[config.mk]
export PLATFORM = sky130hd
export DESIGN_NAME = adder_accumulator_flat
export DESIGN_NICKNAME = d
export VERILOG_FILES = /design/src/rtl/adder_accumulator_if.sv /design/src/rtl/adder_accumulator.sv /design/src/flat_wrapper.sv
export SDC_FILE = /design/constraint.sdc
export NUM_CORES = 1
export LEC_CHECK = 0
export BUFFER_PORTS_ARGS = -buffer_cell sky130_fd_sc_hd__buf_2
export CAP_MARGIN = 15
export CELL_PAD_IN_SITES_DETAIL_PLACEMENT = 1
export CELL_PAD_IN_SITES_GLOBAL_PLACEMENT = 2
export CORE_MARGIN = 10
export CORE_UTILIZATION = 35
export DETAILED_ROUTE_END_ITERATION = 8
export PLACE_DENSITY = 0.77
export SLEW_MARGIN = 20
export SYNTH_ARGS = -nofsm -noshare
export SYNTH_HDL_FRONTEND = slang
export SYNTH_HIERARCHICAL = 1
export SYNTH_SLANG_ARGS = --single-unit
[constraint.sdc]
create_clock -name clk -period 2.27 [get_ports clk]
set_clock_uncertainty 0.05 [all_clocks]
set_input_delay 0.227 -clock clk [delete_from_list [all_inputs] [get_ports clk]]
set_output_delay 0.227 -clock clk [all_outputs]
set_load 0.02 [all_outputs]
[src/rtl/adder_accumulator_if.sv]
// Stream bundle for adder_accumulator: operand input, group-result output and the clear strobe.
interface adder_accumulator_if #(
  parameter int nbit = 8
);
  // Handshakes: a transfer happens on a rising clk edge where valid && ready; the producer
  // keeps valid and its data steady until that edge, and ready never depends on valid.
  logic            clear;
  logic            in_valid;
  logic            in_ready;
  logic [nbit-1:0] in_data;
  logic            out_valid;
  logic            out_ready;
  logic [nbit-1:0] out_sum;
  logic            out_ovf;

  modport master (
    output clear, in_valid, in_data, out_ready,
    input  in_ready, out_valid, out_sum, out_ovf
  );

  modport slave (
    input  clear, in_valid, in_data, out_ready,
    output in_ready, out_valid, out_sum, out_ovf
  );
endinterface

[src/rtl/adder_accumulator.sv]
// Sums groups of `count` operands with a sticky carry flag and hands each total to a consumer.
// Define ACC_SATURATE_EN to clamp the accumulator to all-ones on carry instead of wrapping.
module adder #(
  parameter int nbit = 8
) (
  input  logic [nbit-1:0] a,
  input  logic [nbit-1:0] b,
  output logic [nbit-1:0] s,
  output logic            cout
);
  assign {cout, s} = {1'b0, a} + {1'b0, b};
endmodule

module adder_accumulator #(
  parameter int nbit  = 8,
  parameter int count = 4
) (
  input  logic                 clk,
  input  logic                 reset,
  adder_accumulator_if.slave   bus,
  output logic [1:0]           state_o
);
  localparam int CW = $clog2(count + 1);

  typedef enum logic [1:0] {
    IDLE  = 2'd0,
    ACCUM = 2'd1,
    DONE  = 2'd2
  } state_t;

  state_t          state_q, state_d;
  logic [nbit-1:0] acc_q, acc_d;
  logic [CW-1:0]   cnt_q, cnt_d;
  logic            ovf_q, ovf_d;
  logic [nbit-1:0] sum_q, sum_d;
  logic            sum_ovf_q, sum_ovf_d;

  logic [nbit-1:0] add_s;
  logic            add_cout;
  logic [nbit-1:0] add_val;
  logic [CW-1:0]   cnt_inc;
  logic            accept;

  adder #(.nbit(nbit)) u_adder (
    .a    (acc_q),
    .b    (bus.in_data),
    .s    (add_s),
    .cout (add_cout)
  );

`ifdef ACC_SATURATE_EN
  // All-ones plus anything nonzero carries again, so a saturated group stays saturated.
  assign add_val = add_cout ? {nbit{1'b1}} : add_s;
`else
  assign add_val = add_s;
`endif

  assign cnt_inc = cnt_q + CW'(1);

  // Handshake outputs decode from state alone.
  assign bus.in_ready  = (state_q != DONE);
  assign bus.out_valid = (state_q == DONE);
  assign bus.out_sum   = sum_q;
  assign bus.out_ovf   = sum_ovf_q;
  assign state_o       = state_q;
  assign accept        = bus.in_valid && bus.in_ready;

  always_ff @(posedge clk or posedge reset) begin
    if (reset) begin
      state_q   <= IDLE;
      acc_q     <= '0;
      cnt_q     <= '0;
      ovf_q     <= 1'b0;
      sum_q     <= '0;
      sum_ovf_q <= 1'b0;
    end else begin
      state_q   <= state_d;
      acc_q     <= acc_d;
      cnt_q     <= cnt_d;
      ovf_q     <= ovf_d;
      sum_q     <= sum_d;
      sum_ovf_q <= sum_ovf_d;
    end
  end

  always_comb begin
    state_d   = state_q;
    acc_d     = acc_q;
    cnt_d     = cnt_q;
    ovf_d     = ovf_q;
    sum_d     = sum_q;
    sum_ovf_d = sum_ovf_q;
    if (bus.clear) begin
      // Abort wins over any same-cycle accept or result handshake; the result port keeps its last total.
      state_d = IDLE;
      acc_d   = '0;
      cnt_d   = '0;
      ovf_d   = 1'b0;
    end else begin
      unique case (state_q)
        IDLE: begin
          if (accept) begin
            acc_d = bus.in_data;
            cnt_d = CW'(1);
            ovf_d = 1'b0;
            if (count == 1) begin
              state_d   = DONE;
              sum_d     = bus.in_data;
              sum_ovf_d = 1'b0;
            end else begin
              state_d = ACCUM;
            end
          end
        end
        ACCUM: begin
          if (accept) begin
            acc_d = add_val;
            ovf_d = ovf_q | add_cout;
            cnt_d = cnt_inc;
            if (cnt_inc == CW'(count)) begin
              state_d   = DONE;
              sum_d     = add_val;
              sum_ovf_d = ovf_q | add_cout;
            end
          end
        end
        DONE: begin
          if (bus.out_ready) begin
            state_d = IDLE;
            cnt_d   = '0;
          end
        end
        default: begin
          state_d = IDLE;
        end
      endcase
    end
  end
endmodule

[src/flat_wrapper.sv]
// flat-port wrapper written by rule: the top's interface ports become plain ports
module adder_accumulator_flat 
#(
  parameter int nbit  = 8,
  parameter int count = 4
)
  (clk, reset, state_o, bus_clear, bus_in_valid, bus_in_data, bus_out_ready, bus_in_ready, bus_out_valid, bus_out_sum, bus_out_ovf);
  adder_accumulator_if #(.nbit(nbit)) bus_i ();
  input  logic clk;
  input  logic reset;
  output logic [1:0] state_o;
  input wire logic [$bits(bus_i.clear)-1:0] bus_clear;
  input wire logic [$bits(bus_i.in_valid)-1:0] bus_in_valid;
  input wire logic [$bits(bus_i.in_data)-1:0] bus_in_data;
  input wire logic [$bits(bus_i.out_ready)-1:0] bus_out_ready;
  output wire logic [$bits(bus_i.in_ready)-1:0] bus_in_ready;
  output wire logic [$bits(bus_i.out_valid)-1:0] bus_out_valid;
  output wire logic [$bits(bus_i.out_sum)-1:0] bus_out_sum;
  output wire logic [$bits(bus_i.out_ovf)-1:0] bus_out_ovf;
  assign bus_i.clear = bus_clear;
  assign bus_i.in_valid = bus_in_valid;
  assign bus_i.in_data = bus_in_data;
  assign bus_i.out_ready = bus_out_ready;
  assign bus_in_ready = bus_i.in_ready;
  assign bus_out_valid = bus_i.out_valid;
  assign bus_out_sum = bus_i.out_sum;
  assign bus_out_ovf = bus_i.out_ovf;
  adder_accumulator #(.nbit(nbit), .count(count)) u_core (.clk(clk), .reset(reset), .bus(bus_i), .state_o(state_o));
endmodule
Yosys cells after proc, flatten, opt, wreduce, memory -nomap -nowiden
Index checks and enable logic that the tools add are counted.
Widths: inputs -> output; s select.
{"block": "classes", "bitwise": 2, "div_mod_pow": 0, "shift": 0, "add_sub_neg": 2, "mul": 0, "reduce_logical": 8, "n_lt_le_gt_ge": 0, "mux": 19, "n_eq_ne": 8}
{"cell": "$mux 8", "count": 3}
{"cell": "$pmux 8 s2", "count": 1}
{"cell": "$mux 3", "count": 4}
{"cell": "$reduce_and 4->1", "count": 3}
{"cell": "$mux 2", "count": 5}
{"cell": "$add 8x8->9", "count": 1}
{"cell": "$ne 3x2->1 const B", "count": 3}
{"cell": "$pmux 3 s3", "count": 1}
{"cell": "$pmux 2 s3", "count": 1}
{"cell": "$reduce_bool 4->1", "count": 1}
{"cell": "$add 3x1->3 const B", "count": 1}
{"cell": "$eq 3x3->1 const B", "count": 1}
{"cell": "$mux 1", "count": 3}
{"cell": "$ne 3x3->1 const B", "count": 1}
{"cell": "$reduce_and 3->1", "count": 1}
{"cell": "$reduce_bool 3->1", "count": 1}
{"cell": "$eq 2x1->1 const B", "count": 1}
{"cell": "$eq 2x2->1 const B", "count": 1}
{"cell": "$logic_not 2->1", "count": 1}
{"cell": "$ne 2x2->1 const B", "count": 1}
{"cell": "$pmux 1 s2", "count": 1}
{"cell": "$logic_and 1x1->1", "count": 1}
{"cell": "$not 1->1", "count": 1}
{"cell": "$or 1x1->1", "count": 1}
{"block": "word_totals", "wordCells": 45, "ff_bits": 23, "memories": 0, "inputBits": 13, "romBits": 0, "latch_bits": 0, "mem_bits_rw": 0}

Longest topological paths before layout
Gate-level depths: netlist of run 1.
{"block": "depth", "depth_word": 6, "mapped_depth": 8, "mapped_depth_nobuf": 8}

Cells and area by module
The synthesis of run 1 kept the hierarchy.
{"mod": "adder_accumulator", "cells_each": 103, "n_inst": 1, "seq_area_each_um2": 575.6, "area_per_inst_um2": 1199.9}
{"mod": "adder", "cells_each": 42, "n_inst": 1, "seq_area_each_um2": 0.0, "area_per_inst_um2": 324.1}

Worst setup path before layout of run 1
Ideal clock, no wire load.
{"block": "synth_timing", "kind": "register -> register", "start": "register u_core.state_q[0] (netlist: u_core/state_o[0])", "end": "register u_core.sum_q[0] (netlist: u_core/bus.out_sum[0])", "setup_slack_ps": 207, "arrival_ps": 1888, "path_buffers": 0, "setup_time_ps": 125, "path_stages_with_launch": 7, "t_required_ps": 2095, "cell_sequence": "dfrtp_1 > inv_1 > ha_1 > nor2b_2 > nand3_2 > nor3_4 > mux2_2"}
{"block": "synth_between", "elab_chain_cells": 3}
{"item": "start: declaration", "line_no": "adder_accumulator.sv:31", "rtl": "state_t state_q, state_d;"}
{"item": "start signal: assignment", "line_no": "adder_accumulator.sv:77", "rtl": "state_q <= state_d;"}
{"item": "$ne 2x2->1", "line_no": "adder_accumulator.sv:61", "rtl": "assign bus.in_ready = (state_q != DONE);"}
{"item": "$logic_and 1x1->1", "line_no": "adder_accumulator.sv:66", "rtl": "assign accept = bus.in_valid && bus.in_ready;"}
{"item": "$reduce_and 4->1 (no line) (*)"}
{"item": "end signal: assignment", "line_no": "adder_accumulator.sv:81", "rtl": "sum_q <= sum_d;"}
{"item": "end: declaration", "line_no": "adder_accumulator.sv:35", "rtl": "logic [nbit-1:0] sum_q, sum_d;"}
Mark *: on every way between the ends. The rest lies on a longest branch, timed or not.
A chain may end at the register's enable or synchronous reset.

Final worst setup path of run 1
{"block": "layout_timing", "start": "register u_core.acc_q[4]", "end": "register u_core.acc_q[7]"}
{"block": "layout_between", "elab_chain_cells": 4}
{"item": "start: declaration", "line_no": "adder_accumulator.sv:32", "rtl": "logic [nbit-1:0] acc_q, acc_d;"}
{"item": "start signal: assignment", "line_no": "adder_accumulator.sv:71", "rtl": "acc_q <= '0;"}
{"item": "start signal: assignment", "line_no": "adder_accumulator.sv:78", "rtl": "acc_q <= acc_d;"}
{"item": "$add 8x8->9", "line_no": "adder_accumulator.sv:11", "rtl": "assign {cout, s} = {1'b0, a} + {1'b0, b};"}
{"item": "net u_core.add_s[7]", "line_no": "adder_accumulator.sv:38", "rtl": "logic [nbit-1:0] add_s;"}
{"item": "$mux 8", "line_no": "adder_accumulator.sv:116", "rtl": "if (accept) begin"}
{"item": "$pmux 8 s2", "line_no": "adder_accumulator.sv:100", "rtl": "unique case (state_q)"}
{"item": "$mux 8", "line_no": "adder_accumulator.sv:93", "rtl": "if (bus.clear) begin"}
The timed path passes the listed nets, and every way through them passes these cells. The select of a mux whose other input is x is not followed.

==> results of run 1 <==
## path summary, 6_finish.rpt
kind	from	end	slack, ns	depth (start not counted)
max	u_core/acc_q[4]$_DFFE_PP0P_	u_core/acc_q[7]$_DFFE_PP0P_	0.19	7
min	bus_in_data[5]	u_core/acc_q[5]$_DFFE_PP0P_	0.26	3
max reg2reg	u_core/acc_q[4]$_DFFE_PP0P_	u_core/acc_q[7]$_DFFE_PP0P_	0.19	7
min reg2reg	u_core/bus.out_sum[1]$_DFFE_PP0P_	u_core/bus.out_sum[1]$_DFFE_PP0P_	0.46	1
max in group asynchronous	reset	u_core/state_o[0]$_DFFE_PP0P_	1.43	4
min in group asynchronous	reset	u_core/bus.out_sum[0]$_DFFE_PP0P_	0.50	4
## sequential cells by signal, indices dropped and copies added (netlist names)
register and cells:
u_core/state_o 2, u_core/bus.out_ovf 1, u_core/bus.out_sum 8, u_core/acc_q 8
u_core/ovf_q 1, u_core/cnt_q 3
## final cells by class
type | instances | area [um^2]
Fill cell | 482 | 2330
Multi-Input combinational cell | 106 | 875
Sequential cell | 23 | 576
Timing Repair Buffer | 32 | 180
Tap cell | 50 | 62.6
Clock buffer | 3 | 41.3
Inverter | 11 | 41.3
Clock inverter | 1 | 5.00
## cell usage after synthesis (all sizes together), types with 3 or more instances
cell / number
nor3: 3
a211oi: 9
mux2i: 12
ha: 14
nor2: 12
a21oi: 6
nand3: 4
dfrtp: 23
nand2: 4
inv: 11
nand2b: 4
nor2b: 4
xor2: 3
buf: 4
mux2: 9
## cell families (layout without fill, tap and decap cells)
kind of cell,count (synthesis),after routing,share of synthesized area [%]
buffers and inverters,16,47,5.09
AOI/OAI and AO/OA,31,31,14.5
muxes,21,21,14.5
xor gates and xnor gates,5,5,2.87
DFF,23,23,37.8
and+or+nand+nor,34,34,12.4
adders and majority gates,15,15,12.8
## metrics by stage
step	util [%]	power (W)	area (um^2)
final	43.3	0.00180	1780
after floorplan	-	0.00130	1520
after detailed placement	41.8	0.00154	1720
after global routing	43.3	0.00196	1780
after CTS	43.2	0.00182	1780
after global placement	41.8	0.00151	1720
## power groups by stage
| stage | Sequential (W) | Combinational [W] | Clock, W |
|---|---|---|---|
| 6_report | 0.000556 | 0.000987 | 0.000258 |
| 5_1_grt | 0.000568 | 0.00110 | 0.000289 |
| 4_1_cts | 0.000558 | 0.000986 | 0.000272 |
| 3_5_place_dp | 0.000565 | 0.000979 | 0 |
| 3_3_place_gp | 0.000558 | 0.000950 | 0 |
| 2_1_floorplan | 0.000561 | 0.000743 | 0 |
## layout by cell type (no fill, tap or decap), drive strengths merged, types with 2 or more instances in the layout
cell	count
a211oi	9
a21o	2
a21oi	6
a311o	2
buf	31
clkbuf	3
dfrtp	23
ha	14
inv	11
mux2	9
mux2i	12
nand2	4
nand2b	4
nand3	4
nor2	12
nor2b	4
nor3	3
o211a	2
o21ai	2
o22ai	2
xnor2	2
xor2	3
## worst max-delay path: cells and delay by family, from the launching register on
family | cells | cell delay [ns]
compound gates | 3 | 0.86
flops | 1 | 0.39
fa+ha+maj | 1 | 0.38
mux | 2 | 0.21
simple gates | 1 | 0.10
## per-layer routing
| metal | wire [um] | part of all wire (%) | track usage, % | vias to the layer above |
|---|---|---|---|---|
| met5 | 0 | 0 | 0 | - |
| met4 | 0 | 0 | 1.65 | 0 |
| met3 | 213 | 5.7 | 3.12 | 0 |
| met2 | 1830 | 49 | 17.5 | 23 |
| met1 | 1680 | 45 | 11.8 | 610 |
| li1 | - | - | - | 582 |
## what timing repair did
action | 4_1_cts | 5_1_grt
setup endpoints to repair | 0 | 2
resized for setup | 0 | 2
hold endpoints to repair | 23 | 0
hold buffers | 1 | 0
==> flow_summary.toml, run 1 <==
[status]
status = "finished, final reports clean"

[synthesis]
synthFlopType = "dfrtp_1"
yosysWarnings = 6
synth_top_cell_area_share_pct = 37.8
synth_cells = 145
yosysSeqAreaShare_pct = 37.8
async_reset_ff_share_pct = 100
avgSynthCellArea_um2 = 10.5
synth_edf_count = 0
synth_area_mm2 = 0.00152
yosys_register_bits = 23
synth_largest_area_cell = "dfrtp_1"
synth.area.top_cells = "dfrtp_1 (38%), ha_1 (11%), mux2i_1 (7.9%), mux2_2 (6.7%), a211oi_1 (4.4%)"
syn-num-nets = 173
synthDistinctLibCells = 38

[clocking]
cts_tree = "done"
clkTransAtPathRegs_ns = 0.09
cts.sinks = 23
cts_setup_buffers = 0
cts_buffer_depth = 2
cts_root_buffer = "clkbuf_8"
htreeDepth = 1
numCtsBuffers = 3
insertion_delay_ns = 0.26

[run]
cap_violations = 0

[worst_setup_path]
path_max_fanout = 6
cp_slowest_cell = "dfrtp_1"
cp.required_ns = 2.39
arrival_ns = 2.19
cp_slowest_stage_delay_ns = 0.39
crit_type = "reg2reg"
end_kind = "register"
start_kind = "register"
timing.critical_path.cells = "ha_1, a21o_1, a2111oi_1, mux2i_1, nand2_1, mux2i_1, a211oi_1"
crit_top_cell = "mux2i_1"

[timing]
fmaxAchievable_mhz = 482
drv_slew = 0
timing.final.ws_setup_ns = 0.194
rsz0062_at_grt = "false"
tightestPinTransition_ns = 0.386
slew-limit-headroom_pct = 74.0
report.final.hold_viol_count = 0
period_share_pct = 91.5
setup_viol = 0
finalSetupTns_ns = 0
period_needed_ns = 2.08
whs_ns = 0.260

[floorplan]
die-area_mm2 = 0.00739
placeableCoreArea_mm2 = 0.00412
rows = 23
start_util_pct = 37.0
top_level_ports = 26
die_w_um = 86.0
die_h_um = 86.0

[cells_and_area]
num_antenna_cells = 0
drive_gt1_share_pct = 27.8
syn_to_final_growth_pct = 16.8
stdcell_count = 226
fin_nets = 205

[global_route]
first_global_vias = 1310
grt_pass1_wl_mm = 6.18
antenna_found_initial = 0
globalRouteOverflowTotal = 0
track_usage_pct = 10.0
grt_max_degree = 24

[route]
drt-total-wl_mm = 3.72
wl_per_cell_um = 16.5
vias = 1215
drc = 0
drt_iter0_drc = 52
drtPass1Iterations = 4
vias_per_cell = 5.38
ant_nets = 0

[power]
power_leakage_nw = 0.910
p_sw_share_pct = 43.0
intPower_w = 0.00103
p_comb_share_pct = 54.8
p_seq_share_pct = 30.9
p_sw_w = 0.000774
clkPwrFrac_pct = 14.3
power.density_mw_per_mm2 = 1010
vdd_ir_drop_max_uv = 361

[place]
place_inst = 221
dp_slack_ns = 0.147
dpl.hpwl_mm = 2.95
portBuffers = 25
place_congestion = 0.756

[hold_path]
min_path_type = "in2reg"
Note: power is estimated with default switching activity, not from simulation.
==> run 2: changes to the inputs <==
==> constraint.sdc (replaced) <==
create_clock -name clk -period 2.27 [get_ports clk]
set_clock_uncertainty 0.05 [all_clocks]
set_input_delay 0.454 -clock clk [delete_from_list [all_inputs] [get_ports clk]]
set_output_delay 0.454 -clock clk [all_outputs]
set_load 0.02 [all_outputs]
==> run 2 against run 1 <==
Total power rose by 1.3%. Largest cell class unchanged. Utilization fell by 0.30 points. Sequential share of layout area grew 0.23 points. Fmax down 2.1%. Highest routed layer unchanged.
==> flow_summary.toml, run 2 (synthesis results as in run 1) <==
[status]
status = "finished, final reports clean"

[worst_setup_path]
end_kind = "register"
start_kind = "register"
cp.required_ns = 2.40
cp_slowest_cell = "fa_1"
crit_type = "reg2reg"
path_max_fanout = 2
cp_slowest_stage_delay_ns = 0.41
timing.critical_path.cells = "ha_1, fa_1, a21oi_1, nor2_1, nor2_2, xnor2_1, mux2i_1, a211oi_1"
arrival_ns = 2.25

[route]
ant_nets = 0
drt-total-wl_mm = 3.89
maxUsedRoutingLayer = "met3"
drt_iter0_drc = 21
route.met2.wl_mm = 2.04
wl_met3_um = 160
vias = 1204
vias_per_cell = 5.35
drtPass1Iterations = 3
wl_per_cell_um = 17.3
wl_met1_mm = 1.69
drc = 0

[timing]
drv_slew = 0
tightestPinTransition_ns = 0.465
period_needed_ns = 2.12
setup_viol = 0
fmaxAchievable_mhz = 471
report.final.hold_viol_count = 0
rsz0062_at_grt = "false"
period_share_pct = 93.4
slew-limit-headroom_pct = 68.7

[floorplan]
start_util_pct = 37.0
top_level_ports = 26
placeableCoreArea_mm2 = 0.00412
die_h_um = 86.0
die-area_mm2 = 0.00739
die_w_um = 86.0
rows = 23

[cells_and_area]
num_antenna_cells = 0
most-common-layout-cells = "buf_2 (25), dfrtp_1 (23), ha_1 (14)"
stdcell_count = 225
syn_to_final_growth_pct = 16.0
post-route-util_pct = 43.0
final_common_cell = "buf_2"
drive_gt1_share_pct = 27.4
fin_nets = 204

[global_route]
globalRouteOverflowTotal = 0
grt_max_degree = 24
grt_pass1_wl_mm = 6.56
track_usage_pct = 10.7
first_global_vias = 1322
antenna_found_initial = 0

[clocking]
cts_buffer_depth = 2
cts.sinks = 23
clkTransAtPathRegs_ns = 0.09
cts_setup_buffers = 0
htreeDepth = 1
insertion_delay_ns = 0.26
cts_root_buffer = "clkbuf_8"
numCtsBuffers = 3
cts_tree = "done"

[run]
cap_violations = 0

[place]
dpl.hpwl_mm = 3.11
place_inst = 221
place_congestion = 0.742
portBuffers = 25

[power]
power_leakage_nw = 0.903
vdd_ir_drop_max_uv = 457
power.density_mw_per_mm2 = 1030

[hold_path]
min_path_type = "in2async"
-- run 2: cell count changes in the layout (fill, tap and decap cells not counted) --
cell | previous run | this run
a2111oi_1 | 1 | 0
clkinv_2 | 1 | 0
clkbuf_1 | 0 | 1
dlygate4sd3_1 | 1 | 0
a2111oi_0 | 0 | 1
-- run 2: path summary, 6_finish.rpt --
check | from | to | slack, ns | cells after the start
max | u_core/acc_q[0]$_DFFE_PP0P_ | u_core/acc_q[6]$_DFFE_PP0P_ | 0.15 | 8
min | reset | u_core/acc_q[2]$_DFFE_PP0P_ | 0.17 | 3
max in group asynchronous | reset | u_core/bus.out_ovf$_DFFE_PP0P_ | 1.77 | 3
min in group clk | u_core/bus.out_sum[4]$_DFFE_PP0P_ | u_core/bus.out_sum[4]$_DFFE_PP0P_ | 0.47 | 1
min reg2reg | u_core/bus.out_sum[4]$_DFFE_PP0P_ | u_core/bus.out_sum[4]$_DFFE_PP0P_ | 0.47 | 1
max reg2reg | u_core/acc_q[0]$_DFFE_PP0P_ | u_core/acc_q[6]$_DFFE_PP0P_ | 0.15 | 8
-- run 2: power by group --
group	switching (W)	internal, W
combinational	0.000590	0.000410
clock	0.000143	0.000125
sequential	0.0000661	0.000490
-- run 2: what timing repair did --
item	4_1_cts	5_1_grt
hold buffers	0	0
setup endpoints to repair	0	1
resized for setup	0	1
-- run 2: area by class of cell --
cell class	count	area [um^2]
clock buffer	4	45.0
fill	493	2350
inverter	11	41.3
multi-input combinational	106	873
sequential	23	576
tap	50	62.6
timing repair buffer	31	170
-- run 2: critical path, delay by kind of cell, from the launching register on --
family	cells	cell delay, ns
mux	1	0.11
flops	1	0.39
compound gates	2	0.46
simple gates	2	0.21
fa+ha+maj	2	0.64
xor+xnor	1	0.16
-- run 2: routing by layer --
metal / track usage (%) / up-vias
li1: - / 579
met5: 0 / -
met4: 1.35 / 0
met3: 2.74 / 0
met2: 19.2 / 15
met1: 12.6 / 610
-- run 2: per-stage QoR --
stage,area [um^2],setup slack [ns],hold slack [ns],total power (W),TNS [ns]
final,1770,0.149,0.166,0.00182,0
after detailed placement,1720,-0.0527,0.447,0.00156,-0.0527
after CTS,1770,0.0820,0.178,0.00184,0
after floorplan,1520,0.207,0.406,0.00130,0
after global routing,1770,0.0276,0.196,0.00198,0
after global placement,1720,0.0665,0.435,0.00151,0
==> run 3: changes to the inputs <==
Settings changed: CAP_MARGIN 15 to not set, RECOVER_POWER set to 50, SLEW_MARGIN 20 to 10.
==> run 3 against run 2 <==
Setup slack about the same. Sequential cell count did not move. Via count shrank 0.17%. Final area fell by 0.64%. Sequential share of layout area up 0.21 points. Clock power hardly changed. Routed wire length about the same. Critical path type unchanged. Critical endpoint unchanged.
==> flow_summary.toml, run 3 (synthesis results as in run 1) <==
[global_route]
first_global_vias = 1322
grtUsageMet3_pct = 2.74
grt_max_degree = 24
globalRouteOverflowTotal = 0
track_usage_pct = 10.7
grtUsageMet2_pct = 19.2
use_met1_pct = 12.6
grt_busiest_layer = "met2"
antenna_found_initial = 0
grt_pass1_wl_mm = 6.56

[cells_and_area]
final_area_mm2 = 0.00176
fillers = 493
most-common-layout-cells = "dfrtp_1 (23), buf_2 (19), ha_1 (14)"
fin_nets = 204
final_common_cell = "dfrtp_1"
multi_input_area_um2 = 873
syn_to_final_growth_pct = 15.3
drive_gt1_share_pct = 23.4
ff_latch_area_um2 = 576
num_antenna_cells = 0

[clocking]
cts_root_buffer = "clkbuf_8"
numCtsBuffers = 3
cts_hold_buf = 0
cts.sinks = 23
clkTransAtPathRegs_ns = 0.09
cts_buffer_depth = 2
htreeDepth = 1
cts_tree = "done"
insertion_delay_ns = 0.26

[worst_setup_path]
path_max_fanout = 2
timing.critical_path.cells = "ha_1, fa_1, a21oi_1, nor2_1, nor2_2, xnor2_1, mux2i_1, a211oi_1"
cp.required_ns = 2.40
start_kind = "register"
arrival_ns = 2.25
cp_slowest_cell = "fa_1"
cp_slowest_stage_delay_ns = 0.41
end_kind = "register"
crit_type = "reg2reg"

[power]
vdd_ir_drop_max_uv = 457
power.density_mw_per_mm2 = 1040
total_power_w = 0.00182
power_leakage_nw = 0.876

[timing]
rsz0062_at_grt = "false"
period_needed_ns = 2.12
period_share_pct = 93.4
slew-limit-headroom_pct = 14.7
report.final.hold_viol_count = 0
setup_viol = 0
drv_slew = 0
fmaxAchievable_mhz = 471
tightestPinTransition_ns = 1.28

[place]
portBuffers = 25
place_area_mm2 = 0.00172
dpl.hpwl_mm = 3.11
place_congestion = 0.742

[route]
drt_iter0_drc = 21
wl_per_cell_um = 17.3
ant_nets = 0
drtPass1Iterations = 3
drc = 0
vias_per_cell = 5.34
drt-total-wl_mm = 3.89
vias = 1202

[status]
status = "finished, final reports clean"

[floorplan]
start_util_pct = 37.0
die_h_um = 86.0
placeableCoreArea_mm2 = 0.00412
rows = 23
die_w_um = 86.0
top_level_ports = 26
die-area_mm2 = 0.00739

[run]
cap_violations = 0

[hold_path]
min_path_type = "reg2reg"
[run 3: layer usage]
layer,part of all wire [%],vias up
met4,0,0
met2,52,15
met3,4.3,0
li1,-,579
met1,43,608
met5,0,-
[run 3: through the flow]
step	setup WS [ns]	hold WS (ns)	util (%)	instances	setup TNS, ns
after floorplan	0.207	0.406	-	145	0
after global routing	0.0276	0.485	42.7	225	0
after global placement	0.0665	0.435	41.8	221	0
final	0.149	0.469	42.7	225	0
after CTS	0.0820	0.178	42.9	225	0
after detailed placement	-0.0527	0.447	41.8	221	-0.0527
[run 3: power by group]
part / internal [W] / switching [W] / leakage (nW)
registers: 0.000490 / 0.0000661 / 0.305
logic: 0.000410 / 0.000589 / 0.549
clock network: 0.000125 / 0.000143 / 0.0228
[run 3: worst max-delay path: cells and delay by family (launching register included)]
| family | cells | cell delay (ns) |
|---|---|---|
| AOI/OAI and AO/OA | 2 | 0.46 |
| DFF | 1 | 0.39 |
| and+or+nand+nor | 2 | 0.21 |
| adders and majority gates | 2 | 0.64 |
| xor gates and xnor gates | 1 | 0.16 |
| muxes | 1 | 0.11 |
[run 3: final timing paths]
check                                                   from                                end  slack [ns]  depth (start not counted)
max in group asynchronous                              reset     u_core/bus.out_ovf$_DFFE_PP0P_        0.87                          3
min reg2reg                u_core/bus.out_sum[4]$_DFFE_PP0P_  u_core/bus.out_sum[4]$_DFFE_PP0P_        0.47                          1
max reg2reg                      u_core/acc_q[0]$_DFFE_PP0P_        u_core/acc_q[6]$_DFFE_PP0P_        0.15                          8
min in group asynchronous                              reset        u_core/acc_q[2]$_DFFE_PP0P_        0.54                          3
min                        u_core/bus.out_sum[4]$_DFFE_PP0P_  u_core/bus.out_sum[4]$_DFFE_PP0P_        0.47                          1
max                              u_core/acc_q[0]$_DFFE_PP0P_        u_core/acc_q[6]$_DFFE_PP0P_        0.15                          8
[run 3: timing repair]
action | CTS | global route
endpoints found under the hold margin | 0 | 0
buffers inserted | 0 | 0
endpoints found under the setup margin | 0 | 1
resized for setup | 0 | 1
[run 3: final cells by class]
type	count	area share, %
multi-input cells	106	49.7
flip-flops and latches	23	32.8
repair buffers	31	9.05
well taps	50	3.56
clock buffers	4	2.56
inverters	11	2.35
